===== config.mk =====
export PLATFORM = sky130hd
export DESIGN_NAME = ddr_access_arbiter
export DESIGN_NICKNAME = d
export VERILOG_FILES = /design/src/rtl/ddr_access_arbiter.sv
export SDC_FILE = /design/constraint.sdc
export NUM_CORES = 1
export LEC_CHECK = 0
export ABC_AREA = 0
export BUFFER_PORTS_ARGS = -buffer_cell sky130_fd_sc_hd__buf_2
export CELL_PAD_IN_SITES_DETAIL_PLACEMENT = 1
export CELL_PAD_IN_SITES_GLOBAL_PLACEMENT = 1
export CORE_MARGIN = 5
export CORE_UTILIZATION = 37
export CTS_BUF_LIST = sky130_fd_sc_hd__clkbuf_4 sky130_fd_sc_hd__clkbuf_8
export DETAILED_ROUTE_END_ITERATION = 8
export HOLD_SLACK_MARGIN = 0.05
export PLACE_DENSITY = 0.9
export SLEW_MARGIN = 5
export SYNTH_ARGS = -nofsm -noshare
export SYNTH_HDL_FRONTEND = slang
export SYNTH_SLANG_ARGS = --single-unit
export TNS_END_PERCENT = 50

===== constraint.sdc =====
create_clock -name clk -period 2.6 [get_ports clk]
set_input_delay 0.26 -clock clk [delete_from_list [all_inputs] [get_ports clk]]
set_output_delay 0.26 -clock clk [all_outputs]
set_load 0.05 [all_outputs]

===== src/rtl/ddr_access_arbiter.sv =====
// Round-robin arbiter sharing one DDR AXI read/write level handshake between NUM_CLIENTS requesters.
// A watchdog aborts a transfer that never sees its done. A low gap is always inserted between transfers.
module ddr_access_arbiter #(
    parameter int unsigned NUM_CLIENTS = 4,
    parameter int unsigned ADDR_WIDTH  = 32,
    parameter int unsigned TIMEOUT_CYC = 4096
) (
    input  logic                              clk,
    input  logic                              rst,
    input  logic [NUM_CLIENTS-1:0]            cl_req,
    input  logic [NUM_CLIENTS-1:0]            cl_we,
    input  logic [NUM_CLIENTS*ADDR_WIDTH-1:0] cl_addr,
    output logic [NUM_CLIENTS-1:0]            cl_gnt,
    output logic [NUM_CLIENTS-1:0]            cl_done,
    output logic                              uip2axi_rd_en,
    output logic [ADDR_WIDTH-1:0]             uip2axi_rd_addr,
    input  logic                              axi2uip_rd_done,
    output logic                              uip2axi_wr_en,
    output logic [ADDR_WIDTH-1:0]             uip2axi_wr_addr,
    input  logic                              axi2uip_wr_done,
    output logic                              busy,
    output logic                              timeout_err,
    input  logic                              err_clr
);
    localparam int unsigned IDX_W = (NUM_CLIENTS > 1) ? $clog2(NUM_CLIENTS) : 1;
    localparam int unsigned CNT_W = 16;
    localparam logic [CNT_W-1:0] TO_LAST = CNT_W'(TIMEOUT_CYC - 1);

    typedef enum logic [1:0] {S_IDLE, S_WAIT, S_GAP} state_t;

    state_t                  state_q, state_d;
    logic [IDX_W-1:0]        idx_q, idx_d;
    logic [IDX_W-1:0]        last_q, last_d;
    logic                    we_q, we_d;
    logic [CNT_W-1:0]        cnt_q, cnt_d;
    logic [NUM_CLIENTS-1:0]  gnt_q, gnt_d;
    logic [NUM_CLIENTS-1:0]  done_q, done_d;
    logic                    rd_en_q, rd_en_d, wr_en_q, wr_en_d;
    logic [ADDR_WIDTH-1:0]   rd_addr_q, rd_addr_d, wr_addr_q, wr_addr_d;
    logic                    busy_q, busy_d;
    logic                    err_q, err_d;

    logic                    found;
    logic [IDX_W-1:0]        cand;
    logic [IDX_W-1:0]        pick_idx;
    logic [ADDR_WIDTH-1:0]   pick_addr;
    logic                    done_hit;
    logic                    to_hit;

    always_comb begin
        state_d   = state_q;
        idx_d     = idx_q;
        last_d    = last_q;
        we_d      = we_q;
        cnt_d     = cnt_q;
        gnt_d     = gnt_q;
        done_d    = '0;
        rd_en_d   = rd_en_q;
        wr_en_d   = wr_en_q;
        rd_addr_d = rd_addr_q;
        wr_addr_d = wr_addr_q;
        err_d     = err_clr ? 1'b0 : err_q;
        found     = 1'b0;
        cand      = '0;
        pick_idx  = '0;

        // First requester after the last winner, wrapping around.
        for (int i = 1; i <= int'(NUM_CLIENTS); i++) begin
            cand = IDX_W'((int'(last_q) + i) % int'(NUM_CLIENTS));
            if (!found && cl_req[cand]) begin
                found    = 1'b1;
                pick_idx = cand;
            end
        end
        pick_addr = cl_addr[int'(pick_idx)*ADDR_WIDTH +: ADDR_WIDTH];

        done_hit = we_q ? axi2uip_wr_done : axi2uip_rd_done;
        to_hit   = (TIMEOUT_CYC != 0) && (cnt_q == TO_LAST);

        case (state_q)
            S_IDLE: begin
                if (found) begin
                    state_d         = S_WAIT;
                    idx_d           = pick_idx;
                    we_d            = cl_we[pick_idx];
                    cnt_d           = '0;
                    gnt_d           = '0;
                    gnt_d[pick_idx] = 1'b1;
                    if (cl_we[pick_idx]) begin
                        wr_en_d   = 1'b1;
                        wr_addr_d = pick_addr;
                    end else begin
                        rd_en_d   = 1'b1;
                        rd_addr_d = pick_addr;
                    end
                end
            end
            S_WAIT: begin
                cnt_d = cnt_q + CNT_W'(1);
                if (done_hit || to_hit) begin
                    state_d       = S_GAP;
                    rd_en_d       = 1'b0;
                    wr_en_d       = 1'b0;
                    gnt_d         = '0;
                    done_d[idx_q] = 1'b1;
                    last_d        = idx_q;
                    if (!done_hit) begin
                        err_d = 1'b1;
                    end
                end
            end
            S_GAP: begin
                state_d = S_IDLE;
            end
            default: begin
                state_d = S_IDLE;
                rd_en_d = 1'b0;
                wr_en_d = 1'b0;
                gnt_d   = '0;
            end
        endcase

        busy_d = (state_d != S_IDLE);
    end

    always_ff @(posedge clk) begin
        if (rst) begin
            state_q   <= S_IDLE;
            idx_q     <= '0;
            last_q    <= IDX_W'(NUM_CLIENTS - 1);
            we_q      <= 1'b0;
            cnt_q     <= '0;
            gnt_q     <= '0;
            done_q    <= '0;
            rd_en_q   <= 1'b0;
            wr_en_q   <= 1'b0;
            rd_addr_q <= '0;
            wr_addr_q <= '0;
            busy_q    <= 1'b0;
            err_q     <= 1'b0;
        end else begin
            state_q   <= state_d;
            idx_q     <= idx_d;
            last_q    <= last_d;
            we_q      <= we_d;
            cnt_q     <= cnt_d;
            gnt_q     <= gnt_d;
            done_q    <= done_d;
            rd_en_q   <= rd_en_d;
            wr_en_q   <= wr_en_d;
            rd_addr_q <= rd_addr_d;
            wr_addr_q <= wr_addr_d;
            busy_q    <= busy_d;
            err_q     <= err_d;
        end
    end

    assign cl_gnt          = gnt_q;
    assign cl_done         = done_q;
    assign uip2axi_rd_en   = rd_en_q;
    assign uip2axi_wr_en   = wr_en_q;
    assign uip2axi_rd_addr = rd_addr_q;
    assign uip2axi_wr_addr = wr_addr_q;
    assign busy            = busy_q;
    assign timeout_err     = err_q;
endmodule


==> out/metrics.csv, run 1 <==
stage,metric,value,unit
yosys,Syn Std Cell Area,0.005246,sq mm
placement,PortBufs,216,
critical_path,Worst path slowest cell,dfxtp_1,
min_path,Min-Delay Path Depth,3,
pwr,Leakage,3.078,nW
pwr,power per cell area,752.7,mW/mm^2
yosys,"count leader, synth",dfxtp_1,
drt,# DRC,0,
job,max-cap violations,0,
finish,# diodes,0,
yosys,Synth async-reset ratio,0,%
global_route,largest net degree at the start of global routing,83,
sta,FMAX,426.8,MHz
pwr,NetSw,0.002002,W
finish,layout cell share with drive strength beyond 1,34.28,%
drt,drt wl/cell,16.79,um
die,CORE AREA,0.01388,sq mm
min_path,worst hold path type,input port to register,
sta,Setup Viol. Count Final,0,
cts,clock root buffer master,clkbuf_8,
critical_path,kind of end point of the critical path,register,
die,IO Pins,217,
cts,# Post-CTS Setup Buffers,0,
yosys,Synth top area share,37.78,%
cts,CTS resizes,0,
die,initial core utilization,37.80,%
critical_path,Max stage delay on crit path,0.52,ns
drt,WL final,15.46,mm
sta,fin crit share,90.13,%
placement,GP Congestion,0.8807,
yosys,Synth area leader,dfxtp_1,
yosys,"Primary FF master, synth",dfxtp_1,
critical_path,crit path cell chain,inv_1 -> a221oi_4 -> buf_12 -> and2b_1 -> a211oi_1 -> a211o_1 -> mux2i_1,
die,DIE AREA,0.01666,sq mm
placement,Placed Cells,907,
global_route,total grt overflow,0,
critical_path,Crit path max-delay family,compound AO/OA/AOI/OAI gates,
pwr,Clock power frac,22.2,%
pwr,sw frac,40.19,%
yosys,Yosys warnings,0,
die,Die Width,129.1,um
die,cell row count,43,
critical_path,R2R depth,7,
sta,RSZ-0062 raised after global routing,false,
critical_path,Critical Path RT,2.85,ns
sta,minimum clock period,2.343,ns
critical_path,"Arr. time, crit path",2.59,ns
yosys,Post-synth EDFFs,0,
cts,CTS tree,built,
sta,actual slew at the worst max-slew pin,0.6935,ns
critical_path,CP startpoint kind,register,
sta,Fin. Hold Viols,0,
cts,hold_buf cts,0,
cts,number of buffers created by CTS,9,
global_route,Total GRT Usage,18.04,%
global_route,first-pass GRT wire length,24.08,mm
yosys,cell count after synthesis,544,
cts,Skew-Pair Late Insertion Delay,0.37,ns
pwr,P_int,0.002978,W
finish,Nets,880,
finish,fin util,47.67,%
finish,area grow syn2layout,26.12,%
die,DIE HEIGHT,129.1,um
sta,Final Hold Slack,0.1562,ns
yosys,Syn Nets,686,
pwr,part of the power in registers,37.2,%
pwr,Comb power frac,40.5,%
drt,DR iter-0 viols,171,
yosys,Avg Inst Size Synth,9.644,sq um
run_status,status,"finished, final reports clean",
placement,post-DP HPWL,11.85,mm
sta,Worst Skew,0.006429,ns
critical_path,Bufs and invs on worst path,2,
global_route,initial antenna violation count,0,
global_route,number of global-route vias before repair,4891,
drt,vias,4733,
pwr,Max VDD drop,0.0002644,V
critical_path,Levels on crit path,7,
yosys,"top cells by area, synth","dfxtp_1 38%, mux2i_1 19%, nand2b_1 8.3%, a211o_1 5.7%, a211oi_1 4.9%",
sta,Final Max Slew Viols,0,
cts,H-tree levels,3,
sta,TNS Setup,0,ns
yosys,sequential-to-total area share from yosys stat,37.78,%
critical_path,critical setup path kind,register to register,
cts,Clock Sinks,99,
finish,Non-Filler Instances,921,
drt,Final ANT Viol Nets,0,
yosys,commonest cells in the netlist,"99 x dfxtp_1, 98 x mux2i_1, 70 x nand2b_1",
drt,vias per cell,5.139,
sta,relative slew slack,53.76,%
cts,Clock transition at path regs,0.09,ns
pwr,total power after layout,0.004980,W
yosys,Yosys cell types,50,
cts,Longest Clk Path Bufs,2,
critical_path,crit path max fanout,45,
drt,DR pass1 iterations,4,
yosys,synthesis-stage register bit count,99,
[power by group through the flow]
stage	Combinational (W)	Clock [W]	Sequential [W]
CTS	0.00205	0.00115	0.00186
global placement	0.00200	0	0.00188
floorplan	0.000883	0	0.00255
detailed placement	0.00204	0	0.00189
global route	0.00215	0.00121	0.00188
finish	0.00202	0.00111	0.00185
[cell families after synthesis]
logic type               synth area share [%]
AO/OA/AOI/OAI                           15.29
adder cells (fa/ha/maj)                0.2385
buffers and inverters                   5.771
multiplexers                            19.13
XOR/XNOR                                2.003
flip-flops                              37.78
AND/OR/NAND/NOR                         19.79
[area by class of cell]
| cell class | count | area, sq um |
|---|---|---|
| clock buffer | 12 | 158.9 |
| clock inverter | 2 | 60.06 |
| fill | 1691 | 7264 |
| inverter | 4 | 15.01 |
| multi-input combinational | 397 | 2972 |
| sequential | 99 | 1982 |
| tap | 180 | 225.2 |
| timing repair buffer | 227 | 1204 |
[final timing paths]
kind                  start                  to  slack [ns]
hold reg to reg   cl_gnt[2]           cl_gnt[2]        0.46
setup / recovery  last_q[1]  uip2axi_rd_addr[1]        0.26
hold / removal      err_clr         timeout_err        0.16
setup reg to reg  last_q[1]  uip2axi_rd_addr[1]        0.26
[stage by stage]
| step | setup slack [ns] | area, sq um |
|---|---|---|
| after floorplan | 0.6868 | 5246 |
| after global placement | 0.3307 | 6397 |
| after detailed placement | 0.2626 | 6397 |
| after CTS | 0.2373 | 6616 |
| after global routing | 0.02684 | 6616 |
| final | 0.2567 | 6616 |
[cells in the final DEF (no fill, tap or decap), types with 9 or more instances in the layout]
master,count
a21oi_1,12
buf_2,215
nor2_1,32
nand2_1,13
a211o_1,34
buf_4,9
mux2i_1,98
a211oi_1,34
nor2b_1,33
dfxtp_1,99
clkbuf_8,11
nand2b_1,70
[sequential cells by signal, indices dropped and copies added, names as in the netlist]
name,count
uip2axi_wr_addr,32
cnt_q,16
cl_done,4
uip2axi_rd_addr,32
state_q,2
idx_q,2
uip2axi_rd_en,1
uip2axi_wr_en,1
last_q,2
busy,1
we_q,1
cl_gnt,4
timeout_err,1
[metal layers]
metal	wire length, um	track usage (%)	up-vias
li1	-	-	2316
met3	973	4.452	23
met4	279	5.744	0
met2	7979	32.93	142
met1	6231	20.64	2252
met5	0	0	-
[worst register-to-register path: stages, from the launching register on]
cell and delay, ns:
dfxtp_1 0.52, inv_1 0.15, a221oi_4 0.50, buf_12 0.28, and2b_1 0.25, a211oi_1 0.23, a211o_1 0.20, mux2i_1 0.09
Power figures use the tool's default switching activity.
==> run 2: changes to the inputs <==
--- a/config.mk
+++ b/config.mk
@@ -13,8 +13,7 @@
 export CORE_UTILIZATION = 37
 export CTS_BUF_LIST = sky130_fd_sc_hd__clkbuf_4 sky130_fd_sc_hd__clkbuf_8
 export DETAILED_ROUTE_END_ITERATION = 8
-export HOLD_SLACK_MARGIN = 0.05
-export PLACE_DENSITY = 0.9
+export PLACE_DENSITY = 0.81
 export SLEW_MARGIN = 5
 export SYNTH_ARGS = -nofsm -noshare
 export SYNTH_HDL_FRONTEND = slang
==> run 2 against run 1 <==
  * Combinational power about the same
  * Flip-flop and latch count unchanged
  * Critical path depth unchanged
  * Sequential share of layout area decreased by 0.39 points
  * Die area unchanged
  * Final area increased by 1.3%
  * Maximum frequency decreased by 0.41%
  * Routed wire length increased by 3.6%
  * First-iteration DRC count decreased by 8.2%
  * Clock-buffer cell count decreased by 3
  * Sequential power about the same
  * Worst setup slack got worse by 0.0096 ns
  * Critical endpoint is now uip2axi_rd_addr[0]
==> out/metrics.csv, run 2 (synthesized netlist as in run 1, its figures left out) <==
stage,metric,value,unit
cts,H-tree levels,3,
die,IO Pins,217,
pwr,Leakage,3.129,nW
global_route,Total GRT Usage,19.09,%
finish,# diodes,0,
pwr,Comb power frac,40.3,%
cts,Skew-Pair Late Insertion Delay,0.36,ns
sta,fin crit share,90.50,%
sta,relative slew slack,57.17,%
critical_path,"Arr. time, crit path",2.64,ns
die,DIE HEIGHT,129.1,um
global_route,first-pass GRT wire length,25.44,mm
sta,FMAX,425.0,MHz
pwr,P_int,0.003044,W
min_path,worst hold path type,input port to register,
die,initial core utilization,37.80,%
finish,layout cell share with drive strength beyond 1,34.98,%
finish,area grow syn2layout,27.76,%
drt,Final ANT Viol Nets,0,
cts,Clock transition at path regs,0.10,ns
finish,Nets,886,
critical_path,critical setup path kind,register to register,
cts,clock root buffer master,clkbuf_8,
drt,WL final,16.01,mm
cts,hold_buf cts,0,
sta,Fin. Hold Viols,0,
sta,actual slew at the worst max-slew pin,0.6390,ns
cts,Longest Clk Path Bufs,2,
cts,CTS resizes,0,
drt,# DRC,0,
drt,vias,4739,
die,Die Width,129.1,um
critical_path,kind of end point of the critical path,register,
global_route,total grt overflow,0,
cts,number of buffers created by CTS,9,
placement,Post-DP Area,0.006465,sq mm
drt,vias per cell,5.101,
sta,Final Max Slew Viols,0,
placement,GP Congestion,0.9096,
finish,"most common cell after layout, fill and taps aside",buf_2,
cts,# Post-CTS Setup Buffers,0,
pwr,NetSw,0.002047,W
sta,minimum clock period,2.353,ns
sta,RSZ-0062 raised after global routing,false,
finish,fin area,0.006703,sq mm
pwr,power per cell area,759.6,mW/mm^2
die,cell row count,43,
global_route,initial antenna violation count,1,
global_route,largest net degree at the start of global routing,65,
finish,"commonest non-fill, non-tap cells in the layout","216 x buf_2, 99 x dfxtp_1, 98 x mux2i_1",
placement,PortBufs,216,
placement,post-DP HPWL,12.55,mm
run_status,status,"finished, final reports clean",
finish,Non-Filler Instances,929,
sta,Worst Skew,0.009855,ns
job,max-cap violations,0,
drt,DR pass1 iterations,4,
global_route,number of global-route vias before repair,5176,
placement,Placed Cells,913,
drt,DR iter-0 viols,157,
pwr,sw frac,40.20,%
drt,drt wl/cell,17.24,um
pwr,Clock power frac,23.1,%
critical_path,crit path max fanout,18,
finish,fin util,48.29,%
sta,TNS Setup,0,ns
pwr,part of the power in registers,36.6,%
cts,Clock Sinks,99,
pwr,Max VDD drop,0.0003092,V
critical_path,Critical Path RT,2.89,ns
die,CORE AREA,0.01388,sq mm
sta,Setup Viol. Count Final,0,
critical_path,CP startpoint kind,register,
cts,CTS tree,built,
die,DIE AREA,0.01666,sq mm
-- run 2: changes by cell type in the layout (fill, tap and decap cells not counted), sizes merged --
cell | before | now
bufinv | 2 | 3
clkinv | 0 | 3
inv | 4 | 5
clkbuf | 12 | 9
buf | 227 | 233
-- run 2: layer usage --
metal | track usage [%] | routed length (um) | vias up
met4 | 4.941 | 250 | 2
li1 | - | - | 2331
met5 | 0 | 7 | -
met1 | 21.15 | 6251 | 2238
met3 | 5.153 | 1141 | 19
met2 | 35.88 | 8363 | 149
-- run 2: cell type report --
cell class | count | area, sq um
clock inverters | 7 | 113.9
inverters | 4 | 15.01
multi-input cells | 397 | 2972
flip-flops and latches | 99 | 1982
fillers | 1660 | 7178
repair buffers | 233 | 1271
well taps | 180 | 225.2
clock buffers | 9 | 123.9
-- run 2: worst paths after layout --
kind	startpoint	endpoint	slack, ns	cells after the start
worst max-delay path	last_q[0]	uip2axi_rd_addr[0]	0.25	7
worst min-delay path	err_clr	timeout_err	0.15	3
worst max register to register	last_q[0]	uip2axi_rd_addr[0]	0.25	7
worst min register to register	uip2axi_wr_en	uip2axi_wr_en	0.47	2
-- run 2: per-stage QoR --
stage	setup slack [ns]	total power (W)	hold slack, ns
6_report	0.2471	0.005091	0.1545
5_1_grt	0.07710	0.005355	0.1706
4_1_cts	0.2302	0.005159	0.1364
3_5_place_dp	0.2389	0.003974	0.4619
3_3_place_gp	0.3802	0.003907	0.4396
2_1_floorplan	0.6868	0.003428	0.4234
-- run 2: power groups by stage --
stage | sequential [W] | clock [W] | combinational (W)
6_report | 0.00186 | 0.00118 | 0.00205
4_1_cts | 0.00187 | 0.00121 | 0.00208
3_3_place_gp | 0.00189 | 0 | 0.00202
2_1_floorplan | 0.00255 | 0 | 0.000883
5_1_grt | 0.00189 | 0.00127 | 0.00219
3_5_place_dp | 0.00190 | 0 | 0.00208
-- run 2: worst max-delay path, stage by stage (launching register included) --
cell,delay [ns]
dfxtp_1,0.53
nor2b_4,0.10
nor3_1,0.41
o21ai_4,0.15
mux2i_1,0.28
a22o_2,0.22
buf_4,0.32
mux2i_1,0.26
